**src/rtl/axi4lite_uart_gpio_slave_if.sv**
```systemverilog
// AXI4-Lite bus bundle shared by the UART/GPIO register block and its masters.
interface axi4lite_uart_gpio_slave_if #(
  parameter int ADDR_WIDTH = 32,
  parameter int DATA_WIDTH = 32
);
  logic [ADDR_WIDTH-1:0]   awaddr;
  logic [2:0]              awprot;
  logic                    awvalid;
  logic                    awready;
  logic [DATA_WIDTH-1:0]   wdata;
  logic [DATA_WIDTH/8-1:0] wstrb;
  logic                    wvalid;
  logic                    wready;
  logic [1:0]              bresp;
  logic                    bvalid;
  logic                    bready;
  logic [ADDR_WIDTH-1:0]   araddr;
  logic [2:0]              arprot;
  logic                    arvalid;
  logic                    arready;
  logic [DATA_WIDTH-1:0]   rdata;
  logic [1:0]              rresp;
  logic                    rvalid;
  logic                    rready;

  modport master (
    output awaddr, awprot, awvalid, wdata, wstrb, wvalid, bready,
           araddr, arprot, arvalid, rready,
    input  awready, wready, bresp, bvalid, arready, rdata, rresp, rvalid
  );

  modport slave (
    input  awaddr, awprot, awvalid, wdata, wstrb, wvalid, bready,
           araddr, arprot, arvalid, rready,
    output awready, wready, bresp, bvalid, arready, rdata, rresp, rvalid
  );
endinterface

```
**src/rtl/axi4lite_uart_gpio_slave.sv**
```systemverilog
// AXI4-Lite register block: LED register, synchronised switch inputs and a
// byte TX FIFO drained by a UART serializer over a valid/ready port.
// A push into a full FIFO answers SLVERR so the master retransmits.
module axi4lite_uart_gpio_slave #(
  parameter int AXI_DATA_WIDTH  = 32,
  parameter int AXI_ADDR_WIDTH  = 32,
  parameter int LOCAL_ADDR_BITS = 16,
  parameter int LED_WIDTH       = 16,
  parameter int SW_WIDTH        = 16,
  parameter int FIFO_DEPTH      = 16
) (
  input  logic                       S_AXI_ACLK,
  input  logic                       S_AXI_ARESET,
  axi4lite_uart_gpio_slave_if.slave  s_axi,
  output logic [LED_WIDTH-1:0]       LED,
  input  logic [SW_WIDTH-1:0]        SW,
  output logic [7:0]                 TX_DATA,
  output logic                       TX_VALID,
  input  logic                       TX_READY
);

  localparam int PW = $clog2(FIFO_DEPTH);
  localparam int CW = PW + 1;

  localparam logic [1:0] RESP_OKAY   = 2'b00;
  localparam logic [1:0] RESP_SLVERR = 2'b10;
  localparam logic [1:0] RESP_DECERR = 2'b11;

  typedef enum logic [1:0] {
    SEL_LED    = 2'd0,
    SEL_TX     = 2'd1,
    SEL_STATUS = 2'd2,
    SEL_SW     = 2'd3
  } reg_sel_e;

  typedef struct packed {
    logic     hit;
    reg_sel_e sel;
  } dec_t;

  // Only 0x0/0x4/0x8/0xC inside the local window are registers.
  function automatic dec_t decode(input logic [LOCAL_ADDR_BITS-1:0] off);
    dec_t d;
    d.hit = (off[LOCAL_ADDR_BITS-1:4] == '0) && (off[1:0] == 2'b00);
    d.sel = reg_sel_e'(off[3:2]);
    return d;
  endfunction

  logic                       clk;
  logic                       rst;
  assign clk = S_AXI_ACLK;
  assign rst = S_AXI_ARESET;

  logic                       live;
  logic                       aw_held, w_held;
  logic [LOCAL_ADDR_BITS-1:0] aw_addr_q;
  logic [31:0]                wdata_q;
  logic [3:0]                 wstrb_q;
  logic                       bvalid_q;
  logic [1:0]                 bresp_q;
  logic                       rvalid_q;
  logic [1:0]                 rresp_q;
  logic [31:0]                rdata_q;
  logic [LED_WIDTH-1:0]       led_q;
  logic [SW_WIDTH-1:0]        sw_meta, sw_sync;

  logic [7:0]                 mem [FIFO_DEPTH];
  logic [PW-1:0]              wr_ptr, rd_ptr;
  logic [CW-1:0]              count;
  logic                       full, empty, push, pop;
  logic [8:0]                 count_ext;
  logic [7:0]                 stat_count;

  dec_t                       wr_dec, rd_dec;
  logic                       commit;
  logic [1:0]                 wr_resp;
  logic [31:0]                led_wr;
  logic [31:0]                rd_data;
  logic [1:0]                 rd_resp;
  logic                       aw_fire, w_fire, ar_fire;

  // Handshake readiness; held low during reset and until the first live cycle.
  assign s_axi.awready = live && !aw_held && !bvalid_q;
  assign s_axi.wready  = live && !w_held && !bvalid_q;
  assign s_axi.arready = live && !rvalid_q;
  assign s_axi.bvalid  = bvalid_q;
  assign s_axi.bresp   = bresp_q;
  assign s_axi.rvalid  = rvalid_q;
  assign s_axi.rresp   = rresp_q;
  assign s_axi.rdata   = rdata_q;

  assign aw_fire = s_axi.awvalid && s_axi.awready;
  assign w_fire  = s_axi.wvalid && s_axi.wready;
  assign ar_fire = s_axi.arvalid && s_axi.arready;

  assign commit  = aw_held && w_held;
  assign wr_dec  = decode(aw_addr_q);
  assign rd_dec  = decode(s_axi.araddr[LOCAL_ADDR_BITS-1:0]);

  assign full    = (count == CW'(FIFO_DEPTH));
  assign empty   = (count == '0);
  // Full is judged before this cycle's pop, so a pop never rescues a push.
  assign push    = commit && wr_dec.hit && (wr_dec.sel == SEL_TX) && wstrb_q[0] && !full;
  assign pop     = !empty && TX_READY;

  assign count_ext  = 9'(count);
  assign stat_count = count_ext[8] ? 8'hFF : count_ext[7:0];

  assign LED      = led_q;
  assign TX_DATA  = mem[rd_ptr];
  assign TX_VALID = !empty;

  // Write response code and strobe-merged LED value for the pending commit.
  always_comb begin
    // NOTE: every always_comb output gets a default first so no path can infer a latch.
    wr_resp = RESP_OKAY;
    led_wr  = 32'(led_q);
    for (int b = 0; b < 4; b++) begin
      if (wstrb_q[b]) led_wr[8*b +: 8] = wdata_q[8*b +: 8];
    end
    if (!wr_dec.hit) wr_resp = RESP_DECERR;
    else if (wr_dec.sel == SEL_TX && wstrb_q[0] && full) wr_resp = RESP_SLVERR;
  end

  // Read mux over current (pre-commit) state.
  always_comb begin
    rd_data = '0;
    rd_resp = RESP_DECERR;
    if (rd_dec.hit) begin
      rd_resp = RESP_OKAY;
      case (rd_dec.sel)
        SEL_LED:    rd_data = 32'(led_q);
        SEL_TX:     rd_data = '0;
        SEL_STATUS: rd_data = {16'h0, stat_count, 6'h0, full, empty};
        SEL_SW:     rd_data = 32'(sw_sync);
        default:    rd_data = '0;
      endcase
    end
  end

  // Write channel: capture AW and W independently, commit once both are held.
  always_ff @(posedge clk) begin
    // NOTE: sequential state uses non-blocking assignments so every flop samples pre-edge values.
    if (rst) begin
      live      <= 1'b0;
      aw_held   <= 1'b0;
      w_held    <= 1'b0;
      aw_addr_q <= '0;
      wdata_q   <= '0;
      wstrb_q   <= '0;
      bvalid_q  <= 1'b0;
      bresp_q   <= RESP_OKAY;
      led_q     <= '0;
    end else begin
      live <= 1'b1;
      if (aw_fire) begin
        aw_held   <= 1'b1;
        aw_addr_q <= s_axi.awaddr[LOCAL_ADDR_BITS-1:0];
      end
      if (w_fire) begin
        w_held  <= 1'b1;
        wdata_q <= s_axi.wdata;
        wstrb_q <= s_axi.wstrb;
      end
      if (commit) begin
        aw_held  <= 1'b0;
        w_held   <= 1'b0;
        bvalid_q <= 1'b1;
        bresp_q  <= wr_resp;
        if (wr_dec.hit && wr_dec.sel == SEL_LED) led_q <= led_wr[LED_WIDTH-1:0];
      end else if (bvalid_q && s_axi.bready) begin
        bvalid_q <= 1'b0;
      end
    end
  end

  // Read channel: one-cycle registered response held until RREADY.
  always_ff @(posedge clk) begin
    if (rst) begin
      rvalid_q <= 1'b0;
      rresp_q  <= RESP_OKAY;
      rdata_q  <= '0;
    end else if (ar_fire) begin
      rvalid_q <= 1'b1;
      rresp_q  <= rd_resp;
      rdata_q  <= rd_data;
    end else if (rvalid_q && s_axi.rready) begin
      rvalid_q <= 1'b0;
    end
  end

  // Two-flop synchroniser for the asynchronous switch inputs.
  always_ff @(posedge clk) begin
    if (rst) begin
      sw_meta <= '0;
      sw_sync <= '0;
    end else begin
      sw_meta <= SW;
      sw_sync <= sw_meta;
    end
  end

  // FIFO storage written on accepted pushes.
  always_ff @(posedge clk) begin
    // NOTE: the storage array is deliberately not reset; count/pointers define validity.
    if (push) mem[wr_ptr] <= wdata_q[7:0];
  end

  // FIFO pointers and occupancy; pointers wrap naturally at the power-of-2 depth.
  always_ff @(posedge clk) begin
    if (rst) begin
      wr_ptr <= '0;
      rd_ptr <= '0;
      count  <= '0;
    end else begin
      if (push) wr_ptr <= wr_ptr + PW'(1);
      if (pop)  rd_ptr <= rd_ptr + PW'(1);
      case ({push, pop})
        2'b10:   count <= count + CW'(1);
        2'b01:   count <= count - CW'(1);
        default: count <= count;
      endcase
    end
  end

  // Bits the block intentionally ignores (protection, interconnect-decoded address bits).
  logic unused_ok;
  assign unused_ok = ^{s_axi.awprot, s_axi.arprot,
                       s_axi.awaddr[AXI_ADDR_WIDTH-1:LOCAL_ADDR_BITS],
                       s_axi.araddr[AXI_ADDR_WIDTH-1:LOCAL_ADDR_BITS],
                       led_wr, AXI_DATA_WIDTH[0]};

endmodule
```
**src/flat_wrapper.sv**
```systemverilog
// flat-port wrapper written by rule: the top's interface ports become plain ports
module axi4lite_uart_gpio_slave_flat 
#(
  parameter int AXI_DATA_WIDTH  = 32,
  parameter int AXI_ADDR_WIDTH  = 32,
  parameter int LOCAL_ADDR_BITS = 16,
  parameter int LED_WIDTH       = 16,
  parameter int SW_WIDTH        = 16,
  parameter int FIFO_DEPTH      = 16
)
  (S_AXI_ACLK, S_AXI_ARESET, LED, SW, TX_DATA, TX_VALID, TX_READY, s_axi_awaddr, s_axi_awprot, s_axi_awvalid, s_axi_wdata, s_axi_wstrb, s_axi_wvalid, s_axi_bready, s_axi_araddr, s_axi_arprot, s_axi_arvalid, s_axi_rready, s_axi_awready, s_axi_wready, s_axi_bresp, s_axi_bvalid, s_axi_arready, s_axi_rdata, s_axi_rresp, s_axi_rvalid);
  axi4lite_uart_gpio_slave_if s_axi_i ();
  input  logic S_AXI_ACLK;
  input  logic S_AXI_ARESET;
  output logic [LED_WIDTH-1:0] LED;
  input  logic [SW_WIDTH-1:0] SW;
  output logic [7:0] TX_DATA;
  output logic TX_VALID;
  input  logic TX_READY;
  input wire logic [$bits(s_axi_i.awaddr)-1:0] s_axi_awaddr;
  input wire logic [$bits(s_axi_i.awprot)-1:0] s_axi_awprot;
  input wire logic [$bits(s_axi_i.awvalid)-1:0] s_axi_awvalid;
  input wire logic [$bits(s_axi_i.wdata)-1:0] s_axi_wdata;
  input wire logic [$bits(s_axi_i.wstrb)-1:0] s_axi_wstrb;
  input wire logic [$bits(s_axi_i.wvalid)-1:0] s_axi_wvalid;
  input wire logic [$bits(s_axi_i.bready)-1:0] s_axi_bready;
  input wire logic [$bits(s_axi_i.araddr)-1:0] s_axi_araddr;
  input wire logic [$bits(s_axi_i.arprot)-1:0] s_axi_arprot;
  input wire logic [$bits(s_axi_i.arvalid)-1:0] s_axi_arvalid;
  input wire logic [$bits(s_axi_i.rready)-1:0] s_axi_rready;
  output wire logic [$bits(s_axi_i.awready)-1:0] s_axi_awready;
  output wire logic [$bits(s_axi_i.wready)-1:0] s_axi_wready;
  output wire logic [$bits(s_axi_i.bresp)-1:0] s_axi_bresp;
  output wire logic [$bits(s_axi_i.bvalid)-1:0] s_axi_bvalid;
  output wire logic [$bits(s_axi_i.arready)-1:0] s_axi_arready;
  output wire logic [$bits(s_axi_i.rdata)-1:0] s_axi_rdata;
  output wire logic [$bits(s_axi_i.rresp)-1:0] s_axi_rresp;
  output wire logic [$bits(s_axi_i.rvalid)-1:0] s_axi_rvalid;
  assign s_axi_i.awaddr = s_axi_awaddr;
  assign s_axi_i.awprot = s_axi_awprot;
  assign s_axi_i.awvalid = s_axi_awvalid;
  assign s_axi_i.wdata = s_axi_wdata;
  assign s_axi_i.wstrb = s_axi_wstrb;
  assign s_axi_i.wvalid = s_axi_wvalid;
  assign s_axi_i.bready = s_axi_bready;
  assign s_axi_i.araddr = s_axi_araddr;
  assign s_axi_i.arprot = s_axi_arprot;
  assign s_axi_i.arvalid = s_axi_arvalid;
  assign s_axi_i.rready = s_axi_rready;
  assign s_axi_awready = s_axi_i.awready;
  assign s_axi_wready = s_axi_i.wready;
  assign s_axi_bresp = s_axi_i.bresp;
  assign s_axi_bvalid = s_axi_i.bvalid;
  assign s_axi_arready = s_axi_i.arready;
  assign s_axi_rdata = s_axi_i.rdata;
  assign s_axi_rresp = s_axi_i.rresp;
  assign s_axi_rvalid = s_axi_i.rvalid;
  axi4lite_uart_gpio_slave #(.AXI_DATA_WIDTH(AXI_DATA_WIDTH), .AXI_ADDR_WIDTH(AXI_ADDR_WIDTH), .LOCAL_ADDR_BITS(LOCAL_ADDR_BITS), .LED_WIDTH(LED_WIDTH), .SW_WIDTH(SW_WIDTH), .FIFO_DEPTH(FIFO_DEPTH)) u_core (.S_AXI_ACLK(S_AXI_ACLK), .S_AXI_ARESET(S_AXI_ARESET), .s_axi(s_axi_i), .LED(LED), .SW(SW), .TX_DATA(TX_DATA), .TX_VALID(TX_VALID), .TX_READY(TX_READY));
endmodule
```
**config.mk**
```make
export PLATFORM = sky130hd
export DESIGN_NAME = axi4lite_uart_gpio_slave_flat
export DESIGN_NICKNAME = d
export VERILOG_FILES = /design/src/rtl/axi4lite_uart_gpio_slave_if.sv /design/src/rtl/axi4lite_uart_gpio_slave.sv /design/src/flat_wrapper.sv
export SDC_FILE = /design/constraint.sdc
export NUM_CORES = 1
export LEC_CHECK = 0
export CAP_MARGIN = 20
export CELL_PAD_IN_SITES_DETAIL_PLACEMENT = 0
export CELL_PAD_IN_SITES_GLOBAL_PLACEMENT = 1
export CORE_ASPECT_RATIO = 1.2
export CORE_UTILIZATION = 28
export CTS_BUF_LIST = sky130_fd_sc_hd__clkbuf_16
export CTS_CLUSTER_DIAMETER = 50
export DETAILED_ROUTE_END_ITERATION = 8
export PLACE_DENSITY_LB_ADDON = 0.3
export SLEW_MARGIN = 20
export SYNTH_ARGS = -nofsm -noshare
export SYNTH_HDL_FRONTEND = slang
export SYNTH_SLANG_ARGS = --single-unit
export TNS_END_PERCENT = 100
```
**constraint.sdc**
```tcl
create_clock -name S_AXI_ACLK -period 8.8 [get_ports S_AXI_ACLK]
set_clock_uncertainty 0.05 [all_clocks]
set_input_delay 1.76 -clock S_AXI_ACLK [delete_from_list [all_inputs] [get_ports S_AXI_ACLK]]
set_output_delay 1.76 -clock S_AXI_ACLK [all_outputs]
set_load 0.05 [all_outputs]
```
==> results_dict.tcl <==
set metrics [dict create \
    status "finished, final reports clean" \
    antenna_found_initial 0 \
    placed_cell_area_um2 11500 \
    async_flop_share_pct 0 \
    vias 6177 \
    h-tree-depth 1 \
    synth-adder-area-share_pct 1.01 \
    place.gp.congestion 0.712 \
    final_cell_mix "edfxtp_1 (128), clkdlybuf4s50_1 (122), dfxtp_1 (121), nand2_1 (73), a21oi_1 (57)" \
    worstSetupPathType "flip-flop to primary output" \
    overflow 0 \
    post_cts_buffers 0 \
    worstPathCellList "buf_4 -> mux4_2 -> mux4_2 -> clkdlybuf4s50_1" \
    post_cts_resized 0 \
    grt_pass1_wl_mm 37.5 \
    io_buffer_count 123 \
    start_util_pct 28.4 \
    leakagePower_nw 4.21 \
    area_growth_pct 26.2 \
    arrival_ns 3.24 \
    synth_area_um2 9960 \
    rsz0062_at_grt "no" \
    fin_setup_tns_ns 0 \
    crit_fanout 32 \
    ys_warn_count 0 \
    nets 986 \
    n_antenna_cell 0 \
    clockRootBuffer "clkbuf_16" \
    period_minus_slack_ns 5.05 \
    cts_sinks 251 \
    place_hpwl_mm 16.1 \
    min-delay-start "u_core.sw_meta[1]$_SDFF_PP0_" \
    ir_drop_uv 110 \
    slew_viol_final 0 \
    synthMuxAreaShare_pct 10.2 \
    worst_hold_path_type "flip-flop to flip-flop" \
    yosys.area.top_type_share_pct 38.6 \
    path_common_cell "mux4_2" \
    dr.first_iter.drc_count 319 \
    worst_pin_slew_ns 0.906 \
    critPathRequiredTime_ns 6.99 \
    pwr_density_cell_nw_per_um2 211 \
    final_common_cell "edfxtp_1" \
    synth_area_per_cell_um2 13.5 \
    grt_pass1_vias 6220 \
    synthCells 739 \
    ys_types 60 \
    synth_top_family_by_area "simple AND/OR/NAND/NOR gates" \
    r2r_start "u_core.count[2]$_SDFFE_PP0P_" \
    viasPerCell 4.63 \
    p_total_w 0.00265 \
    ys_seq_area_share_pct 63.3 \
    rows 75 \
    cts_buffers 30 \
    fmax_mhz 198 \
    utilization_pct 35.9 \
    startpoint_type "flip-flop" \
    drc 0 \
    ant_nets 0 \
    setup_violations 0 \
    n_fill_cell 3383 \
    synthTopCellsByArea "edfxtp_1 (39%), dfxtp_1 (25%), mux4_2 (9.0%)" \
    synth_xor_area_share_pct 0.528 \
    maxCapViolCount 0 \
    path_clk_slew_ns 0.06 \
    fp.dieH_um 209 \
    synth_flop_cell "edfxtp_1" \
    fin_hold_ws_ns 0.384 \
    die_area_um2 36300 \
    slew_headroom_pct 39.6 \
    coreArea_um2 35000 \
    post-route-period-util_pct 57.4 \
    synth_edf_count 128 \
    crit_path_max_incr_delay_ns 0.72 \
    dr.pass1.iters 4 \
    synth_top_cell_by_area "edfxtp_1" \
    clockBufferDepth 3 \
    grt_max_degree 62 \
    insertion_delay_ns 0.55 \
    wl_per_cell_um 18.5 \
    ys_ff_latch 251 \
    die_x_um 174 \
    design_area_um2 12600 \
    critPathSlowestCell "clkdlybuf4s50_1" \
    cts_tree "yes" \
    holdBufCountCts 0 \
    groute.usage.overall_pct 13.6 \
    ios 196 \
    drive_gt1_share_pct 14.1 \
    wirelength_mm 24.7 \
    synthSimpleGateAreaFrac_pct 12.4 \
    setup.worst_path.end_class "primary output" \
    synth_compound_area_share_pct 8.56 \
    hold_viol 0 \
]
==> report_power, final <==
part	internal [W]	switching (W)	leakage (nW)
registers	0.00124	0.0000184	2.18
clock network	0.000757	0.000504	0.524
logic	0.0000521	0.0000785	1.50
total	0.00205	0.000601	4.21
==> through the flow <==
stage	std cells	setup slack [ns]
after floorplan	754	5.12
after global placement	1278	4.26
after detailed placement	1278	4.26
after CTS	1334	3.66
after global routing	1334	3.60
final	1334	3.75
==> per-layer routing <==
metal  GRT usage (%)  wire length [um]
met2            23.2             12200
met1            17.2             10900
met5               0                 0
met4            4.33               463
met3            2.69              1140
==> kinds of logic (layout without fill, tap and decap cells) <==
family / after synthesis / after routing
other: 1 / 16
muxes: 50 / 50
xor gates and xnor gates: 6 / 6
and+or+nand+nor: 216 / 216
buffers and inverters: 81 / 199
DFF: 251 / 251
AOI/OAI and AO/OA: 126 / 126
adders and majority gates: 8 / 8
==> state kept, by name (all words and copies together) (netlist names), 2 cells and up, named ones only <==
register,count
u_core.mem,128
u_core.LED,16
u_core.aw_addr_q,16
u_core.s_axi.rdata,16
u_core.sw_meta,16
u_core.sw_sync,16
u_core.wdata_q,16
u_core.count,5
u_core.rd_ptr,4
u_core.wr_ptr,4
u_core.s_axi.bresp,2
u_core.wstrb_q,2
==> final timing paths <==
check / endpoint / slack (ns) / cells after the start
max reg2reg: u_core.count[4]$_SDFFE_PP0P_ / 5.42 / 11
min reg2reg: u_core.sw_sync[1]$_SDFF_PP0_ / 0.38 / 1
max: TX_DATA[6] / 3.75 / 4
min: u_core.sw_sync[1]$_SDFF_PP0_ / 0.38 / 1
==> critical path: cells and delay by family, from the launching register on <==
| family | cells | cell delay [ns] |
|---|---|---|
| buffers and inverters | 2 | 1.25 |
| flip-flops | 1 | 0.31 |
| multiplexers | 2 | 1.13 |
==> cells in the mapped netlist, types with 12 or more instances <==
library cell / number
nor2_1: 30
edfxtp_1: 128
inv_1: 12
clkbuf_1: 32
mux4_2: 40
a22o_1: 14
nand2_1: 73
o31ai_1: 19
a32oi_1: 15
a21oi_1: 57
nand4_1: 18
nor2b_1: 36
buf_4: 18
dfxtp_1: 123
==> area by class of cell <==
type | instances | area [um2] | share of cell area (%)
Tap cell | 462 | 578 | 4.60
Timing Repair Buffer | 131 | 1290 | 10.3
Clock buffer | 34 | 851 | 6.77
Inverter | 12 | 45.0 | 0.358
Clock inverter | 22 | 181 | 1.44
Multi-Input combinational cell | 422 | 3310 | 26.4
Sequential cell | 251 | 6310 | 50.2
Power figures use the tool's default switching activity.
